### config.mk
export PLATFORM = sky130hd
export DESIGN_NAME = adma_ram_arbiter_flat
export DESIGN_NICKNAME = d
export VERILOG_FILES = /design/src/rtl/adma_ram_arbiter_pkg.sv /design/src/rtl/adma_ram_arbiter_if.sv /design/src/rtl/adma_ram_burst_cnt.sv /design/src/rtl/adma_ram_arbiter.sv /design/src/flat_wrapper.sv
export SDC_FILE = /design/constraint.sdc
export NUM_CORES = 1
export LEC_CHECK = 0
export ABC_AREA = 1
export CORE_AREA = 2 2 168 170
export CTS_CLUSTER_DIAMETER = 200
export DETAILED_ROUTE_END_ITERATION = 8
export DIE_AREA = 0 0 170 172
export PLACE_DENSITY_LB_ADDON = 0.05
export SYNTH_ARGS = -nofsm -noshare
export SYNTH_HDL_FRONTEND = slang
export SYNTH_HIERARCHICAL = 1
export SYNTH_SLANG_ARGS = --single-unit
### constraint.sdc
create_clock -name CLK -period 2.55 [get_ports CLK]
set_input_delay 0.51 -clock CLK [delete_from_list [all_inputs] [get_ports CLK]]
set_output_delay 0.51 -clock CLK [all_outputs]
set_load 0.02 [all_outputs]
### src/rtl/adma_ram_arbiter_pkg.sv
// Shared types and constants for the ADMA system-RAM arbiter.
// Holds the sequencer state enum, address step and default widths.
package adma_ram_arb_pkg;

  localparam int ADDR_W_DEF = 64;
  localparam int DATA_W_DEF = 32;
  localparam int LEN_W_DEF  = 16;
  localparam int ADDR_STEP  = 4;

  typedef enum logic [1:0] {
    IDLE,
    XFER,
    DRAIN,
    DONE
  } state_t;

endpackage

### src/rtl/adma_ram_arbiter_if.sv
// Requester and RAM bus bundles for the ADMA RAM arbiter.
// adma_req_if: burst request/response; adma_ram_if: single-port RAM.
interface adma_req_if
  import adma_ram_arb_pkg::*;
#(
  parameter int ADDR_W = ADDR_W_DEF,
  parameter int DATA_W = DATA_W_DEF,
  parameter int LEN_W  = LEN_W_DEF
) ();
  logic              req;
  logic [ADDR_W-1:0] start_addr;
  logic [LEN_W-1:0]  len;
  logic              write;
  logic [DATA_W-1:0] wdata;
  logic              gnt;
  logic              wready;
  logic [DATA_W-1:0] rdata;
  logic              rvalid;
  logic              done;

  modport master (
    output req, start_addr, len, write, wdata,
    input  gnt, wready, rdata, rvalid, done
  );
  modport slave (
    input  req, start_addr, len, write, wdata,
    output gnt, wready, rdata, rvalid, done
  );
endinterface

interface adma_ram_if
  import adma_ram_arb_pkg::*;
#(
  parameter int ADDR_W = ADDR_W_DEF,
  parameter int DATA_W = DATA_W_DEF
) ();
  logic [ADDR_W-1:0] ram_address;
  logic              ram_enable;
  logic              ram_write;
  logic [DATA_W-1:0] ram_data_out;
  logic [DATA_W-1:0] ram_data_in;

  modport master (
    output ram_address, ram_enable, ram_write, ram_data_out,
    input  ram_data_in
  );
  modport slave (
    input  ram_address, ram_enable, ram_write, ram_data_out,
    output ram_data_in
  );
endinterface

### src/rtl/adma_ram_burst_cnt.sv
// Burst address register (+4 per step, wrapping) and word down-counter.
// Ports: i_load latches i_addr/i_len, i_step advances, o_last = final word.
module adma_ram_burst_cnt
  import adma_ram_arb_pkg::*;
#(
  parameter int ADDR_W = ADDR_W_DEF,
  parameter int LEN_W  = LEN_W_DEF
) (
  input  logic              i_clk,
  input  logic              i_rst,
  input  logic              i_load,
  input  logic              i_step,
  input  logic [ADDR_W-1:0] i_addr,
  input  logic [LEN_W-1:0]  i_len,
  output logic [ADDR_W-1:0] o_addr,
  output logic              o_last
);

  logic [ADDR_W-1:0] r_addr;
  logic [LEN_W-1:0]  r_rem;

  always_ff @(posedge i_clk) begin
    if (i_rst) begin
      r_addr <= '0;
      r_rem  <= '0;
    end else if (i_load) begin
      // word aligned: byte offset bits are dropped
      r_addr <= i_addr & ~ADDR_W'(3);
      r_rem  <= i_len;
    end else if (i_step) begin
      r_addr <= r_addr + ADDR_W'(ADDR_STEP);
      r_rem  <= r_rem - LEN_W'(1);
    end
  end

  assign o_addr = r_addr;
  assign o_last = (r_rem == LEN_W'(1));

endmodule

### src/rtl/adma_ram_arbiter.sv
// Two-requester round-robin burst arbiter/sequencer for the system RAM.
// Ports: CLK, RESET, io_rq0/io_rq1 (requesters), io_ram (RAM master).
module adma_ram_arbiter
  import adma_ram_arb_pkg::*;
#(
  parameter int ADDR_W = ADDR_W_DEF,
  parameter int DATA_W = DATA_W_DEF,
  parameter int LEN_W  = LEN_W_DEF
) (
  input  logic        CLK,
  input  logic        RESET,
  adma_req_if.slave   io_rq0,
  adma_req_if.slave   io_rq1,
  adma_ram_if.master  io_ram
);

  state_t            r_state;
  logic              r_owner;
  logic              r_last_owner;
  logic              r_write;
  logic              r_rvalid;

  logic              w_any;
  logic              w_pick;
  logic              w_load;
  logic              w_step;
  logic              w_last;
  logic              w_busy;
  logic              w_wacc;
  logic [ADDR_W-1:0] w_addr;
  logic [ADDR_W-1:0] w_start;
  logic [LEN_W-1:0]  w_len;
  logic              w_wr;
  logic [DATA_W-1:0] w_wdata;

  assign w_any  = io_rq0.req | io_rq1.req;
  // on a tie the requester that did not own the last burst wins
  assign w_pick = (io_rq0.req & io_rq1.req) ? ~r_last_owner
                                            : io_rq1.req;
  assign w_start = w_pick ? io_rq1.start_addr : io_rq0.start_addr;
  assign w_len   = w_pick ? io_rq1.len : io_rq0.len;
  assign w_wr    = w_pick ? io_rq1.write : io_rq0.write;
  assign w_load  = (r_state == IDLE) & w_any;
  assign w_step  = (r_state == XFER);

  adma_ram_burst_cnt #(
    .ADDR_W (ADDR_W),
    .LEN_W  (LEN_W)
  ) u_cnt (
    .i_clk  (CLK),
    .i_rst  (RESET),
    .i_load (w_load),
    .i_step (w_step),
    .i_addr (w_start),
    .i_len  (w_len),
    .o_addr (w_addr),
    .o_last (w_last)
  );

  always_ff @(posedge CLK) begin
    if (RESET) begin
      r_state      <= IDLE;
      r_owner      <= 1'b0;
      r_last_owner <= 1'b1;
      r_write      <= 1'b0;
      r_rvalid     <= 1'b0;
    end else begin
      // RAM returns read data the cycle after the access
      r_rvalid <= (r_state == XFER) & ~r_write;
      unique case (r_state)
        IDLE: begin
          if (w_any) begin
            r_owner      <= w_pick;
            r_last_owner <= w_pick;
            r_write      <= w_wr;
            r_state      <= (w_len == '0) ? DONE : XFER;
          end
        end
        XFER: begin
          if (w_last)
            r_state <= r_write ? DONE : DRAIN;
        end
        DRAIN:   r_state <= DONE;
        DONE:    r_state <= IDLE;
        default: r_state <= IDLE;
      endcase
    end
  end

  assign w_busy  = (r_state != IDLE);
  assign w_wacc  = w_step & r_write;
  assign w_wdata = r_owner ? io_rq1.wdata : io_rq0.wdata;

  assign io_rq0.gnt    = w_busy & ~r_owner;
  assign io_rq1.gnt    = w_busy & r_owner;
  assign io_rq0.wready = w_wacc & ~r_owner;
  assign io_rq1.wready = w_wacc & r_owner;
  assign io_rq0.rvalid = r_rvalid & ~r_owner;
  assign io_rq1.rvalid = r_rvalid & r_owner;
  assign io_rq0.rdata  = io_rq0.rvalid ? io_ram.ram_data_in : '0;
  assign io_rq1.rdata  = io_rq1.rvalid ? io_ram.ram_data_in : '0;
  assign io_rq0.done   = (r_state == DONE) & ~r_owner;
  assign io_rq1.done   = (r_state == DONE) & r_owner;

  assign io_ram.ram_enable   = w_step;
  assign io_ram.ram_write    = w_wacc;
  assign io_ram.ram_address  = w_step ? w_addr : '0;
  assign io_ram.ram_data_out = w_wacc ? w_wdata : '0;

endmodule

### src/flat_wrapper.sv
// flat-port wrapper written by rule: the top's interface ports become plain ports
module adma_ram_arbiter_flat import adma_ram_arb_pkg::*;
#(
  parameter int ADDR_W = ADDR_W_DEF,
  parameter int DATA_W = DATA_W_DEF,
  parameter int LEN_W  = LEN_W_DEF
)
  (CLK, RESET, io_rq0_req, io_rq0_start_addr, io_rq0_len, io_rq0_write, io_rq0_wdata, io_rq0_gnt, io_rq0_wready, io_rq0_rdata, io_rq0_rvalid, io_rq0_done, io_rq1_req, io_rq1_start_addr, io_rq1_len, io_rq1_write, io_rq1_wdata, io_rq1_gnt, io_rq1_wready, io_rq1_rdata, io_rq1_rvalid, io_rq1_done, io_ram_ram_address, io_ram_ram_enable, io_ram_ram_write, io_ram_ram_data_out, io_ram_ram_data_in);
  adma_req_if #(.ADDR_W(ADDR_W), .DATA_W(DATA_W), .LEN_W(LEN_W)) io_rq0_i ();
  adma_req_if #(.ADDR_W(ADDR_W), .DATA_W(DATA_W), .LEN_W(LEN_W)) io_rq1_i ();
  adma_ram_if #(.ADDR_W(ADDR_W), .DATA_W(DATA_W)) io_ram_i ();
  input  logic CLK;
  input  logic RESET;
  input wire logic [$bits(io_rq0_i.req)-1:0] io_rq0_req;
  input wire logic [$bits(io_rq0_i.start_addr)-1:0] io_rq0_start_addr;
  input wire logic [$bits(io_rq0_i.len)-1:0] io_rq0_len;
  input wire logic [$bits(io_rq0_i.write)-1:0] io_rq0_write;
  input wire logic [$bits(io_rq0_i.wdata)-1:0] io_rq0_wdata;
  output wire logic [$bits(io_rq0_i.gnt)-1:0] io_rq0_gnt;
  output wire logic [$bits(io_rq0_i.wready)-1:0] io_rq0_wready;
  output wire logic [$bits(io_rq0_i.rdata)-1:0] io_rq0_rdata;
  output wire logic [$bits(io_rq0_i.rvalid)-1:0] io_rq0_rvalid;
  output wire logic [$bits(io_rq0_i.done)-1:0] io_rq0_done;
  input wire logic [$bits(io_rq1_i.req)-1:0] io_rq1_req;
  input wire logic [$bits(io_rq1_i.start_addr)-1:0] io_rq1_start_addr;
  input wire logic [$bits(io_rq1_i.len)-1:0] io_rq1_len;
  input wire logic [$bits(io_rq1_i.write)-1:0] io_rq1_write;
  input wire logic [$bits(io_rq1_i.wdata)-1:0] io_rq1_wdata;
  output wire logic [$bits(io_rq1_i.gnt)-1:0] io_rq1_gnt;
  output wire logic [$bits(io_rq1_i.wready)-1:0] io_rq1_wready;
  output wire logic [$bits(io_rq1_i.rdata)-1:0] io_rq1_rdata;
  output wire logic [$bits(io_rq1_i.rvalid)-1:0] io_rq1_rvalid;
  output wire logic [$bits(io_rq1_i.done)-1:0] io_rq1_done;
  output wire logic [$bits(io_ram_i.ram_address)-1:0] io_ram_ram_address;
  output wire logic [$bits(io_ram_i.ram_enable)-1:0] io_ram_ram_enable;
  output wire logic [$bits(io_ram_i.ram_write)-1:0] io_ram_ram_write;
  output wire logic [$bits(io_ram_i.ram_data_out)-1:0] io_ram_ram_data_out;
  input wire logic [$bits(io_ram_i.ram_data_in)-1:0] io_ram_ram_data_in;
  assign io_rq0_i.req = io_rq0_req;
  assign io_rq0_i.start_addr = io_rq0_start_addr;
  assign io_rq0_i.len = io_rq0_len;
  assign io_rq0_i.write = io_rq0_write;
  assign io_rq0_i.wdata = io_rq0_wdata;
  assign io_rq0_gnt = io_rq0_i.gnt;
  assign io_rq0_wready = io_rq0_i.wready;
  assign io_rq0_rdata = io_rq0_i.rdata;
  assign io_rq0_rvalid = io_rq0_i.rvalid;
  assign io_rq0_done = io_rq0_i.done;
  assign io_rq1_i.req = io_rq1_req;
  assign io_rq1_i.start_addr = io_rq1_start_addr;
  assign io_rq1_i.len = io_rq1_len;
  assign io_rq1_i.write = io_rq1_write;
  assign io_rq1_i.wdata = io_rq1_wdata;
  assign io_rq1_gnt = io_rq1_i.gnt;
  assign io_rq1_wready = io_rq1_i.wready;
  assign io_rq1_rdata = io_rq1_i.rdata;
  assign io_rq1_rvalid = io_rq1_i.rvalid;
  assign io_rq1_done = io_rq1_i.done;
  assign io_ram_ram_address = io_ram_i.ram_address;
  assign io_ram_ram_enable = io_ram_i.ram_enable;
  assign io_ram_ram_write = io_ram_i.ram_write;
  assign io_ram_ram_data_out = io_ram_i.ram_data_out;
  assign io_ram_i.ram_data_in = io_ram_ram_data_in;
  adma_ram_arbiter #(.ADDR_W(ADDR_W), .DATA_W(DATA_W), .LEN_W(LEN_W)) u_core (.CLK(CLK), .RESET(RESET), .io_rq0(io_rq0_i), .io_rq1(io_rq1_i), .io_ram(io_ram_i));
endmodule
## Word-level counts from Yosys, hierarchy flattened

Cells that the tools add are included.

| storage, ports and cells | value |
|---|---|
| output and inout bits | 170 |
| register bits after elaboration | 86 |

| operators by class | value |
|---|---|
| eq/ne operators | 6 |
| bitwise logic cells | 16 |
| reduce and logical (&&, ||, !) cells | 7 |
| add/subtract/negate cells | 2 |
| multiplexer cells | 18 |

Operators by type and width:

| kind | number |
|---|---|
| $mux W64 | 4 |
| $mux W32 | 4 |
| $add A64 B3 Y64 const B | 1 |
| $mux W16 | 3 |
| $eq A16 B1 Y1 const B | 1 |
| $logic_not A16 Y1 | 1 |
| $sub A16 B1 Y16 const B | 1 |
| $and A1 B1 Y1 | 12 |
| $pmux W2 S4 | 1 |
| $mux W2 | 3 |
| $eq A2 B2 Y1 const B | 2 |
| $reduce_and A2 Y1 | 2 |
| $reduce_bool A2 Y1 | 2 |
| $mux W1 | 3 |
| $not A1 Y1 | 3 |
| $eq A2 B1 Y1 const B | 1 |
| $logic_not A2 Y1 | 1 |
| $ne A2 B1 Y1 const B | 1 |
| $ne A2 B2 Y1 const B | 1 |
| $reduce_or A2 Y1 | 1 |
| $or A1 B1 Y1 | 1 |

## Logic depth before layout (Yosys ltp)

Gate-level depths: netlist (run 1).

| depth | value |
|---|---|
| word-level depth | 7 |
| mapped depth | 11 |
| mapped depth without buffers | 11 |

## Modules after synthesis

Netlist (run 1), hierarchy kept.

Modules (own cells, without submodules):

| module | cells each | area an instance (um^2) | instances |
|---|---|---|---|
| adma_ram_burst_cnt | 896 | 5502.8 | 1 |
| adma_ram_arbiter | 610 | 2742.6 | 1 |

## Worst setup path before layout (run 1)

Ideal clock, no wire load.

| path | value |
|---|---|
| path type | register to output |
| start | reg u_core.r_state[1] |
| end | out io_ram_ram_data_out[22] |
| stages on the path, launching flop included | 7 |
| required time | 2040 ps |
| arrival | 1709 ps |
| slack | 331 ps |
| buffers on the path | 1 |
| cells stage by stage | dfxtp_1 -> inv_1 -> ha_1 -> nand2_1 -> nor2_1 -> buf_2 -> a22o_1 |

| on the way | value |
|---|---|
| longest elaborated chain between the ends | 3 |

RTL lines:

| element | RTL line | RTL |
|---|---|---|
| from (decl) | adma_ram_arbiter.sv:17 | `state_t r_state;` |
| from (signal assigned) | adma_ram_arbiter.sv:76 | `r_state <= (w_len == '0) ? DONE : XFER;` |
| from (signal assigned) | adma_ram_arbiter.sv:81 | `r_state <= r_write ? DONE : DRAIN;` |
| $eq A2 B1 Y1 | adma_ram_arbiter.sv:44 | `assign w_step = (r_state == XFER);` |
| net io_ram_ram_enable | flat_wrapper.sv:35 | `output wire logic [$bits(io_ram_i.ram_enable)-1:0] io_ram_ram_enable;` |
| $and A1 B1 Y1 | adma_ram_arbiter.sv:91 | `assign w_wacc = w_step & r_write;` |
| $mux W32 | adma_ram_arbiter.sv:108 | `assign io_ram.ram_data_out = w_wacc ? w_wdata : '0;` |
| to (decl) | flat_wrapper.sv:37 | `output wire logic [$bits(io_ram_i.ram_data_out)-1:0] io_ram_ram_data_out;` |

The timed path passes the listed nets, and every way through them passes these cells.

## Final worst setup path (run 1)

| path | value |
|---|---|
| start | reg u_core.r_owner |
| end | out io_rq0_rdata[18] |

| on the way | value |
|---|---|
| longest elaborated chain between the ends | 3 |

RTL lines:

| element | RTL line | RTL |
|---|---|---|
| from (decl) | adma_ram_arbiter.sv:18 | `logic r_owner;` |
| from (signal assigned) | adma_ram_arbiter.sv:73 | `r_owner <= w_pick;` |
| $not A1 Y1 | adma_ram_arbiter.sv:98 | `assign io_rq0.rvalid = r_rvalid & ~r_owner;` |
| $and A1 B1 Y1 | adma_ram_arbiter.sv:98 |  |
| $mux W32 | adma_ram_arbiter.sv:100 | `assign io_rq0.rdata = io_rq0.rvalid ? io_ram.ram_data_in : '0;` |
| to (decl) | flat_wrapper.sv:21 | `output wire logic [$bits(io_rq0_i.rdata)-1:0] io_rq0_rdata;` |

No other way between the ends.

==> results of run 1 <==
per-layer routing:
layer | GRT usage, % | part of all wire [%] | vias up
met5 | 0 | 0.087 | -
met4 | 7.32 | 2.3 | 6
met3 | 7.71 | 7.6 | 63
met2 | 44.2 | 46 | 376
met1 | 32.9 | 44 | 4881
li1 | - | - | 5475
report_power, final:
group,internal [mW],switching (mW)
Combinational,2.09,3.08
Clock,0.666,0.627
Sequential,1.72,0.613
Total,4.49,4.32
worst max-delay path: cells and delay by family (launching register included):
kind                   cells  cell delay, ns
AND/OR/NAND/NOR            2            0.29
buffers and inverters      3            0.93
flip-flops                 1            0.36
cell type report:
class / count / area [µm²]
inverter: 203 / 763
clock buffer: 9 / 225
antenna: 2 / 5.00
clock inverter: 7 / 51.3
sequential: 84 / 1680
tap: 346 / 433
timing repair buffer: 450 / 4560
fill: 3012 / 14300
multi-input combinational: 1145 / 5460
path summary, 6_finish.rpt:
path / start / to / slack, ns / cells past startpoint
min: u_core/r_write / u_core/r_rvalid / 0.48 / 1
max reg2reg: u_core/u_cnt/o_addr[26] / u_core/u_cnt/o_addr[58] / 0.54 / 9
min reg2reg: u_core/r_write / u_core/r_rvalid / 0.48 / 1
max: u_core/r_owner / io_rq0_rdata[18] / 0.09 / 5
through the flow:
step,worst slack [ns],util (%),hold slack (ns)
floorplan,0.331,-,0.415
global placement,0.168,46.9,0.468
detailed placement,0.133,46.9,0.463
CTS,-0.0662,47.8,0.474
global route,0.00564,47.9,0.499
finish,0.0854,48.0,0.479
state kept, by name (all words and copies together) (netlist names):
name,flops
u_core/r_owner,1
u_core/r_last_owner,1
u_core/u_cnt/o_addr,62
u_core/r_write,1
u_core/u_cnt/r_rem,16
u_core/r_state,2
u_core/r_rvalid,1
timing repair:
item,in CTS,in global routing
endpoints found under the hold margin,0,0
resized for setup,34,110
setup endpoints to repair,73,89
cloned,0,0
==> flow_summary.json, run 1 <==
{
  "fin_nets": 2161,
  "rows": 61,
  "leakage_nw": 6.82,
  "dp_hpwl_mm": 32.6,
  "grt_pass1_vias": 10059,
  "min_period_over_period_pct": 96.7,
  "clock_path_buffers": 2,
  "drv_slew": 0,
  "layout_common_cells": "571 x nand2_1, 325 x clkdlybuf4s50_1, 198 x inv_1",
  "clk_pin_slew_ns": 0.07,
  "start_kind": "flop",
  "maxSlewHeadroom_pct": 62.9,
  "worstPathMaxFanout": 33,
  "clock_skew_ns": 0.00935,
  "ant_nets": 0,
  "slowest_delay_ns": 0.64,
  "syn_avg_cell_area_um2": 5.48,
  "antenna_found_initial": 4,
  "hold_buffers": 0,
  "cts_tree": "yes",
  "drt_iter0_markers": 587,
  "wl_per_cell_um": 17.8,
  "powerDensity_nw_per_um2": 668,
  "cts_buffers": 9,
  "rsz0062_at_grt": "no",
  "postCtsSetupBuffers": 0,
  "drive_above_1_share_pct": 7.64,
  "core_um2": 27500,
  "post_dp_cell_area_um2": 12900,
  "die_w_um": 170,
  "ir_drop_mv": 0.506,
  "hp-class": "reg -> reg",
  "cts_sinks": 84,
  "grt_pass1_wl_mm": 58.6,
  "clockRootBuffer": "clkbuf_16",
  "syn_area_um2": 8220,
  "worst_path_max_delay_cell": "clkdlybuf4s50_1",
  "drc": 0,
  "port-buffer-count": 425,
  "totalPowerFinal_mw": 8.81,
  "firstDrtPassIters": 5,
  "final_common_cell": "nand2_1",
  "htree_levels": 3,
  "grt_usage_pct": 26.3,
  "maxCapViolations": 0,
  "routed_wl_mm": 40.0,
  "vias_per_cell": 4.81,
  "setup_viol": 0,
  "dp_cells": 2228,
  "crit_path_end_kind": "output pin",
  "cp_data_required_time_ns": 2.04,
  "outcome": "finished, final reports clean",
  "yosys_warnings": 6,
  "place_congestion": 0.915,
  "worstPathArrival_ns": 1.95,
  "io_pins": 432,
  "num_vias": 10801,
  "die-area_um2": 29200,
  "clock.fmax_mhz": 406,
  "layout_min_cycle_time_ns": 2.46,
  "clk_latency_ns": 0.36,
  "layout.cells.non_filler": 2246,
  "path_cells": "inv_1 > nand2_1 > buf_12 > nor2_1 > clkdlybuf4s50_1",
  "critPathKind": "reg -> out",
  "overflow": 0,
  "syn_to_final_growth_pct": 60.3,
  "start_util_pct": 29.9,
  "stdcell_area_um2": 13200,
  "syn-instance-count": 1500,
  "grt_max_degree": 51,
  "tns_ns": 0,
  "die_h_um": 172,
  "tightest_slew_ns": 0.552,
  "finalHoldViolations": 0
}
(Power assumes the default switching activity.)
==> run 2: changes to the inputs <==
- CORE_AREA: 2 2 168 170 -> 2 2 167 169
- DIE_AREA: 0 0 170 172 -> 0 0 169 171
- clock period: 2.55 -> 2.05 ns (I/O delays scaled with it)
==> run 2 against run 1 <==
  * The flow now finishes with violations (setup timing)
  * Count of clock-buffer cells in the layout did not move
  * Combinational power rose by 110%
  * Highest routed layer unchanged
  * Utilization rose by 8.9 points
  * Setup slack got worse by 0.23 ns
  * Sequential power rose by 26%
  * Global-route usage rose by 0.70 points
==> flow_summary.json, run 2 (synthesis results as in run 1) <==
{
  "grt_usage_pct": 27.0,
  "overflow": 0,
  "drive_above_1_share_pct": 25.7,
  "worstPathArrival_ns": 1.79,
  "crit_path_end_kind": "output pin",
  "ff2ff_setup_slack_ns": -0.08,
  "slowest_delay_ns": 0.34,
  "clk_pin_slew_ns": 0.08,
  "reg2reg_depth": 13,
  "rsz0062_at_grt": "yes",
  "stdcell_area_um2": 15500,
  "grt_max_degree": 57,
  "path_cells": "inv_2 > ha_4 > nand2_4 > nor2_4 > buf_6 > buf_12 > buf_12 > a22o_1 > buf_6",
  "critPathKind": "reg -> out",
  "ant_nets": 0,
  "leakage_nw": 7.49,
  "largest_register_ffs": 62,
  "port-buffer-count": 425,
  "rows": 61,
  "drv_slew": 0,
  "dp_cells": 2301,
  "finalHoldViolations": 0,
  "layout_min_cycle_time_ns": 2.20,
  "grt_pass1_wl_mm": 60.1,
  "maxCapViolations": 0,
  "layout_common_cells": "508 x nand2_1, 256 x clkdlybuf4s50_1, 192 x nor2_1",
  "clock_path_buffers": 2,
  "final_util_pct": 56.9,
  "hp-start": "RESET",
  "routed_wl_mm": 44.2,
  "cts_buffers": 9,
  "min_period_over_period_pct": 107,
  "drt_iter0_markers": 776,
  "violations": "setup timing",
  "reg2reg_from": "u_core/r_state[1]",
  "start_util_pct": 30.1,
  "cp_data_required_time_ns": 1.64,
  "firstDrtPassIters": 6,
  "clk_latency_ns": 0.36,
  "ir_drop_mv": 0.645,
  "dp_hpwl_mm": 32.3,
  "drc": 0,
  "maxSlewHeadroom_pct": 66.8,
  "hp-class": "in -> reg",
  "antenna_found_initial": 1,
  "cts_sinks": 84,
  "core_um2": 27300,
  "setup_slack_ns": -0.146,
  "fin_nets": 2290,
  "io_pins": 432,
  "clock.fmax_mhz": 455,
  "setup_viol": 126,
  "tightest_slew_ns": 0.496,
  "start_kind": "flop",
  "post_dp_cell_area_um2": 13500,
  "hold_buffers": 0,
  "wl_per_cell_um": 18.6,
  "diodes": 0,
  "path_buf_inv": 5,
  "min_to": "u_core/u_cnt/r_rem[9]",
  "worstPathMaxFanout": 6,
  "htree_levels": 3,
  "grt_pass1_vias": 10361,
  "syn_to_final_growth_pct": 89.0,
  "outcome": "finished, violations left",
  "vias_per_cell": 4.93,
  "die_w_um": 169,
  "powerDensity_nw_per_um2": 1010,
  "die-area_um2": 28900,
  "num_vias": 11704,
  "place_congestion": 0.948,
  "cts_tree": "yes",
  "layout.cells.non_filler": 2373,
  "final_common_cell": "nand2_1",
  "crit_family": "buffers and inverters",
  "clock_skew_ns": 0.0132,
  "reg2reg_to": "u_core/u_cnt/o_addr[17]",
  "die_h_um": 171,
  "hold_depth": 2,
  "worst_path_max_delay_cell": "dfxtp_2",
  "clockRootBuffer": "clkbuf_16"
}
==> run 2: cell types whose count changed in the layout (fill, tap and decap cells not counted), sizes merged <==
cell and delta:
buf +214, bufinv +2, clkbuf -9, clkdlybuf4s15 +4, clkdlybuf4s50 -69, clkinv -1
clkinvlp -2, diode -2, dlygate4sd2 +41, dlymetal6s2s -52, inv +1
==> run 2: per-stage QoR <==
step / total power [mW] / setup TNS (ns) / setup WS [ns] / hold slack [ns]
after global placement: 9.98 / -8.02 / -0.196 / 0.478
after CTS: 12.9 / -7.89 / -0.189 / 0.331
final: 15.7 / -8.33 / -0.146 / 0.342
after global routing: 16.5 / -17.73 / -0.223 / 0.347
after detailed placement: 10.0 / -9.93 / -0.195 / 0.483
after floorplan: 6.59 / 0 / 0.0238 / 0.415
==> run 2: layout make-up <==
type	count	area (µm²)
fillers	2818	11800
clock buffers	9	225
well taps	346	433
repair buffers	579	6150
multi-input cells	1145	6170
flip-flops and latches	84	1690
inverters	203	776
clock inverters	7	96.3
==> run 2: worst max-delay path by stage <==
stage	startpoint	endpoint	slack [ns]	cells past startpoint
after floorplan	io_rq1_req	u_core/u_cnt/o_addr[17]	0.02	10
after global placement	io_rq1_req	u_core/u_cnt/o_addr[37]	-0.20	8
final	u_core/r_state[1]	io_ram_ram_data_out[2]	-0.15	9
after CTS	u_core/r_state[1]	io_ram_ram_address[6]	-0.19	9
after detailed placement	io_rq1_req	u_core/u_cnt/o_addr[37]	-0.19	8
after global routing	u_core/r_state[1]	io_ram_ram_data_out[2]	-0.22	9
==> run 2: worst reg2reg max path, delay by kind of cell, from the launching register on <==
| family | cells | cell delay, ns |
|---|---|---|
| buffers and inverters | 9 | 1.17 |
| DFF | 1 | 0.34 |
| and+or+nand+nor | 2 | 0.24 |
| adders and majority gates | 1 | 0.16 |
| AOI/OAI and AO/OA | 1 | 0.14 |
==> run 2: where the power goes <==
group          internal, mW  switching, mW  leakage (nW)
clock                  1.08          0.772         0.161
combinational          5.25           5.63          6.64
sequential             2.15          0.806         0.694
==> run 2: layer usage <==
| layer | GRT usage, % | routed length (µm) |
|---|---|---|
| met1 | 36.4 | 19500 |
| met4 | 5.35 | 802 |
| met3 | 5.64 | 3400 |
| met5 | 0 | 8 |
| met2 | 44.9 | 20400 |
==> run 2: timing repair <==
action | 4_1_cts | 5_1_grt
resized for setup | 584 | 317
setup endpoints to repair | 159 | 190
cloned | 9 | 16
pin swaps | 10 | 72
setup buffers | 16 | 20
